--- config.mk ---
export PLATFORM = sky130hd
export DESIGN_NAME = wb_port_arbiter
export DESIGN_NICKNAME = d
export VERILOG_FILES = /design/src/rtl/wb_port_arbiter.sv
export SDC_FILE = /design/constraint.sdc
export NUM_CORES = 1
export LEC_CHECK = 0
export CAP_MARGIN = 20
export CORE_MARGIN = 3
export CORE_UTILIZATION = 34
export DETAILED_ROUTE_END_ITERATION = 16
export PLACE_DENSITY = 0.79
export SLEW_MARGIN = 20
export SYNTH_ARGS = -nofsm -noshare
export SYNTH_HDL_FRONTEND = slang
export SYNTH_SLANG_ARGS = --single-unit
--- constraint.sdc ---
create_clock -name clk -period 1.1 [get_ports clk]
set_input_delay 0.22 -clock clk [delete_from_list [all_inputs] [get_ports clk]]
set_output_delay 0.22 -clock clk [all_outputs]
set_load 0.02 [all_outputs]
--- src/rtl/wb_port_arbiter.sv ---
// ---------------------------------------------------------------------------
// wb_port_arbiter
//
// Shares the single register-file write port between the in-order WB stage
// of the 5-stage MIPS pipeline and one auxiliary long-latency requester
// (multi-cycle mult/div, slow load return). It selects the WB result
// (ALU / memory / zero) and registers the final write.
//
// The WB stage normally has priority. A starvation guard counts consecutive
// denied auxiliary cycles; once STARVE_LIMIT of them have gone by, the
// pipeline is frozen for exactly one cycle (FORCE) and the auxiliary request
// is granted. The WB instruction held during that cycle is presented again
// afterwards, so it is ignored while frozen.
//
// Parameters
//   STARVE_LIMIT  denied auxiliary cycles before a FORCE cycle (1..2^CNT_W-1)
//   CNT_W         width of the starvation counter
//
// Ports
//   clk           rising-edge clock
//   rst_n         synchronous active-low reset
//   wb_valid      WB-stage instruction writes a register
//   wb_memtoreg   WB select: 00 ALU, 01 memory, 1x zero
//   wb_waddr      WB destination register
//   wb_aluout     WB ALU result
//   wb_memdata    WB memory read data
//   aux_valid     auxiliary write request
//   aux_waddr     auxiliary destination register
//   aux_wdata     auxiliary write data
//   aux_ready     auxiliary request accepted this cycle (combinational)
//   pipe_stall    freeze the pipeline (high only in FORCE)
//   rf_we         register-file write enable (registered)
//   rf_waddr      register-file write address (registered)
//   rf_wdata      register-file write data (registered)
// ---------------------------------------------------------------------------
module wb_port_arbiter #(
  parameter int STARVE_LIMIT = 4,
  parameter int CNT_W        = 3
) (
  input  logic        clk,
  input  logic        rst_n,
  input  logic        wb_valid,
  input  logic [1:0]  wb_memtoreg,
  input  logic [4:0]  wb_waddr,
  input  logic [31:0] wb_aluout,
  input  logic [31:0] wb_memdata,
  input  logic        aux_valid,
  input  logic [4:0]  aux_waddr,
  input  logic [31:0] aux_wdata,
  output logic        aux_ready,
  output logic        pipe_stall,
  output logic        rf_we,
  output logic [4:0]  rf_waddr,
  output logic [31:0] rf_wdata
);

  typedef enum logic [1:0] {
    IDLE  = 2'd0,
    WAIT  = 2'd1,
    FORCE = 2'd2
  } state_t;

  localparam logic [CNT_W-1:0] LIMIT_M1 = CNT_W'(STARVE_LIMIT - 1);

  state_t            state_reg, state_next;
  logic [CNT_W-1:0]  cnt_reg, cnt_next;
  logic              rf_we_reg, rf_we_next;
  logic [4:0]        rf_waddr_reg, rf_waddr_next;
  logic [31:0]       rf_wdata_reg, rf_wdata_next;

  logic [31:0]       sel_data;
  logic              aux_xfer;
  logic              aux_denied;

  // WB result mux; both 1x encodings yield zero.
  always_comb begin
    sel_data = 32'd0;
    case (wb_memtoreg)
      2'b00:   sel_data = wb_aluout;
      2'b01:   sel_data = wb_memdata;
      default: sel_data = 32'd0;
    endcase
  end

  // Grant: WB wins except in FORCE. Gated by rst_n so nothing is accepted
  // while reset is held (a request granted then would never be written).
  always_comb begin
    aux_ready = 1'b0;
    if (rst_n) begin
      if (state_reg == FORCE) begin
        aux_ready = aux_valid;
      end else begin
        aux_ready = aux_valid && !wb_valid;
      end
    end
  end

  assign aux_xfer   = aux_valid && aux_ready;
  assign aux_denied = aux_valid && !aux_ready;

  // Next state and starvation counter. IDLE and WAIT share one rule: a
  // denied cycle either escalates to FORCE (counter already at LIMIT-1,
  // which covers STARVE_LIMIT = 1 straight from IDLE) or waits; any other
  // cycle means the request transferred or went away.
  always_comb begin
    state_next = state_reg;
    cnt_next   = cnt_reg;

    if (!aux_valid || aux_xfer) begin
      cnt_next = '0;
    end else begin
      cnt_next = cnt_reg + 1'b1;
    end

    case (state_reg)
      IDLE, WAIT: begin
        if (aux_denied) begin
          state_next = (cnt_reg == LIMIT_M1) ? FORCE : WAIT;
        end else begin
          state_next = IDLE;
        end
      end
      FORCE:   state_next = IDLE;
      default: state_next = IDLE;
    endcase
  end

  // Write-port selection. In FORCE the WB stage is frozen and its
  // instruction will be re-presented, so it must not be written now.
  // Writes to $0 still complete the handshake but never assert rf_we.
  always_comb begin
    rf_we_next    = 1'b0;
    rf_waddr_next = rf_waddr_reg;
    rf_wdata_next = rf_wdata_reg;
    if (aux_xfer) begin
      rf_we_next    = (aux_waddr != 5'd0);
      rf_waddr_next = aux_waddr;
      rf_wdata_next = aux_wdata;
    end else if ((state_reg != FORCE) && wb_valid) begin
      rf_we_next    = (wb_waddr != 5'd0);
      rf_waddr_next = wb_waddr;
      rf_wdata_next = sel_data;
    end
  end

  always_ff @(posedge clk) begin
    if (!rst_n) begin
      state_reg    <= IDLE;
      cnt_reg      <= '0;
      rf_we_reg    <= 1'b0;
      rf_waddr_reg <= 5'd0;
      rf_wdata_reg <= 32'd0;
    end else begin
      state_reg    <= state_next;
      cnt_reg      <= cnt_next;
      rf_we_reg    <= rf_we_next;
      rf_waddr_reg <= rf_waddr_next;
      rf_wdata_reg <= rf_wdata_next;
    end
  end

  assign pipe_stall = (state_reg == FORCE);
  assign rf_we      = rf_we_reg;
  assign rf_waddr   = rf_waddr_reg;
  assign rf_wdata   = rf_wdata_reg;

endmodule
==> results.sh <==
export IMPL_whs_path_depth=3
export IMPL_failed_checks="setup timing"
export IMPL_async_flop_share_pct=0
export IMPL_core_area_um2=6980
export IMPL_hpwl_mm=6.24
export IMPL_fillers=616
export IMPL_synth_seq_area_share_pct=34.2
export IMPL_start_util_pct=36.1
export IMPL_grt_pass1_vias=2687
export IMPL_hold_start="wb_waddr[0]"
export IMPL_cts_reportedPaths_clkPinSlew_ns=0.08
export IMPL_critPathKind="in2out"
export IMPL_rr_worst_depth=6
export IMPL_routed_wl_mm=8.65
export IMPL_relSlewSlack_pct=79.2
export IMPL_grt_overflow_total=0
export IMPL_setup_viol=41
export IMPL_numPortBuffers=151
export IMPL_synth_top_cells_by_count="50 x mux2i_1, 43 x dfxtp_1, 37 x o211a_1"
export IMPL_ios=152
export IMPL_synth_edf_count=0
export IMPL_grt_max_degree=39
export IMPL_yosysWarnings=0
export IMPL_leakage_uw=0.00219
export IMPL_timing_rr_end="rf_wdata[23]"
export IMPL_die_h_um=92.1
export IMPL_globalplace_congestion=0.721
export IMPL_peakVddDrop_v=0.000451
export IMPL_holdPathEnd="rf_waddr[0]"
export IMPL_num_rows=30
export IMPL_num_nets_final=526
export IMPL_cellPowerDensity_nw_per_um2=927
export IMPL_synth_most_common_cell="mux2i_1"
export IMPL_hold_class="in2reg"
export IMPL_cts_root_buf="clkbuf_8"
export IMPL_cts_tree="done"
export IMPL_drc=0
export IMPL_largest_reg_flops=32
export IMPL_maxCapViolations=0
export IMPL_yosysTopAreaCell="dfxtp_1"
export IMPL_worst_ep_arrival_time_ns=1.05
export IMPL_hold_viol=0
export IMPL_syn_avg_cell_area_um2=10.1
export IMPL_status="finished, violations left"
export IMPL_track_usage_pct=19.8
export IMPL_r2r_start="state_reg[0]"
export IMPL_finalCritPeriodShare_pct=115
export IMPL_cp_num_buf_inv=2
export IMPL_ys_seq_elements=43
export IMPL_cpMaxStageDelayCell="clkdlybuf4s50_1"
export IMPL_reg2reg_slack_ns=-0.13
export IMPL_start_kind="input port"
export IMPL_rsz0062_at_grt="yes"
export IMPL_drtIter0Drc=80
export IMPL_drt_pass1_iter_count=4
export IMPL_synth_cell_types=25
export IMPL_critPathMaxStageDelay_ns=0.51
export IMPL_crit_chain="clkdlybuf4s50_1 > nand2_2 > nor2_4 > buf_6"
export IMPL_crit_path_end_kind="output port"
export IMPL_cts_path_max_buffers=2
export IMPL_wl_per_cell_um=17.0
export IMPL_areaGrowthSynthToFinish_pct=72.0
export IMPL_crit_family="buffers and inverters"
export IMPL_worst_slew_pin_slew_ns=0.312
export IMPL_timing_final_ws_setup_ns=-0.169
export IMPL_syn_instance_count=249
export IMPL_clk_latency_ns=0.29
export IMPL_antenna_found_initial=0
export IMPL_worst_path_max_fanout=2
export IMPL_die_w_um=92.1
export IMPL_grt_pass1_wl_mm=13.6
export IMPL_cts_htree_levels=2
export IMPL_clkSinkCount=43
export IMPL_synth_top_flop_cell="dfxtp_1"
export IMPL_synth_area_leaders="dfxtp_1 34%, mux2i_1 20%, o211a_1 15%"
export IMPL_syn_area_um2=2520
export IMPL_vias=2633
export IMPL_max_freq_ghz=0.788
export IMPL_cts_made_buffers=5
export IMPL_fin_skew_ns=0.00726
export IMPL_report_power_total_uw=4020
export IMPL_synth_net_count=363
export IMPL_drtAntennaViolNets=0
export IMPL_drive_gt1_share_pct=28.2
export IMPL_fin_util_pct=62.0
export IMPL_diodes=0
export IMPL_vias_per_cell=5.18
export IMPL_slew_violations=0
export IMPL_cp_required_ns=0.88
export IMPL_yosysTopAreaCellShare_pct=34.2
export IMPL_finalCriticalPeriod_ns=1.27
export IMPL_die_area_um2=8480
[worst reg2reg max path, stage by stage, from the launching register on]
cell	delay, ns
dfxtp_1	0.32
nand2b_4	0.13
buf_4	0.13
buf_12	0.11
nand2_4	0.07
buf_6	0.14
o211a_1	0.22
[report_power, final]
part | leakage (µW) | internal [µW] | switching (µW) | total (µW)
clock network | 0.0000470 | 493 | 512 | 1010
logic | 0.00179 | 754 | 543 | 1300
registers | 0.000357 | 1660 | 51.0 | 1710
total | 0.00219 | 2910 | 1110 | 4020
[kinds of logic after synthesis]
group | synth area share, %
AND/OR/NAND/NOR | 5.07
AO/OA/AOI/OAI | 24.3
buffers and inverters | 6.95
adder cells (fa/ha/maj) | 0.993
flip-flops | 34.2
multiplexers | 28.5
[layout make-up]
| cell class | count | area (µm²) | area share, % |
|---|---|---|---|
| tap | 96 | 120 | 2.77 |
| clock inverter | 1 | 5.00 | 0.116 |
| timing repair buffer | 183 | 1690 | 39.0 |
| clock buffer | 6 | 82.6 | 1.91 |
| sequential | 43 | 862 | 19.9 |
| multi-input combinational | 174 | 1550 | 35.8 |
| inverter | 5 | 21.3 | 0.491 |
[per-stage QoR]
stage | cell area (µm²) | worst slack [ns] | cells | hold slack (ns) | TNS, ns
after floorplan | 2530 | -0.00774 | 249 | 0.366 | -0.00774
final | 4330 | -0.169 | 508 | 0.335 | -3.77
after CTS | 4290 | -0.196 | 508 | 0.402 | -3.61
after global placement | 4220 | -0.612 | 494 | 0.415 | -19.07
after global routing | 4330 | -0.209 | 508 | 0.339 | -5.41
after detailed placement | 4220 | -0.639 | 494 | 0.426 | -20.44
[worst max path at each step]
stage                       startpoint         to  slack [ns]  cells after the start
after floorplan           state_reg[0]  aux_ready      -0.008                      5
after global placement        wb_valid  aux_ready       -0.61                      5
after detailed placement      wb_valid  aux_ready       -0.64                      5
after CTS                 state_reg[0]  aux_ready       -0.20                      5
after global routing      state_reg[0]  aux_ready       -0.21                      5
final                            rst_n  aux_ready       -0.17                      4
[metal layers]
metal  vias to the layer above  track usage, %  share of wire, %
li1                       1263               -                 -
met1                      1249            23.8                41
met2                       108            35.1                51
met3                        13            4.84               7.1
met4                         0            5.45               1.6
met5                         -               0                 0
[what timing repair did]
item                       4_1_cts  5_1_grt
hold buffers                     0        0
hold endpoints to repair         0        0
resized for setup              189       12
pin swaps                       10        9
cloned                           4        0
setup buffers                    3        0
setup endpoints to repair       81       45
[placed cells by master, fill, tap and decap left out]
master	Yosys	layout
nor3_2	0	3
nand2_2	1	1
nor2_4	0	2
nor2_2	0	1
dlymetal6s2s_1	0	1
o21ai_0	9	7
ha_1	2	2
inv_1	4	3
buf_12	0	4
nand3_2	0	1
nand2_4	0	1
o21ai_1	9	11
buf_6	5	8
o211a_1	37	37
nor2_1	17	14
buf_4	3	18
o32ai_2	0	1
bufbuf_16	0	2
mux2_2	18	18
mux2_4	1	1
dfxtp_2	0	1
dlygate4sd2_1	0	5
clkdlybuf4s50_1	0	103
mux2i_1	50	50
nor4_2	0	1
clkinv_2	0	1
inv_2	1	1
clkbuf_8	0	6
inv_4	0	1
buf_2	5	40
o211ai_1	19	19
dfxtp_1	43	42
nand2b_4	0	1
nor4_1	2	1
buf_8	0	2
or4_4	0	1
or4_1	2	1
No activity file was read; power rests on OpenSTA's default activity.
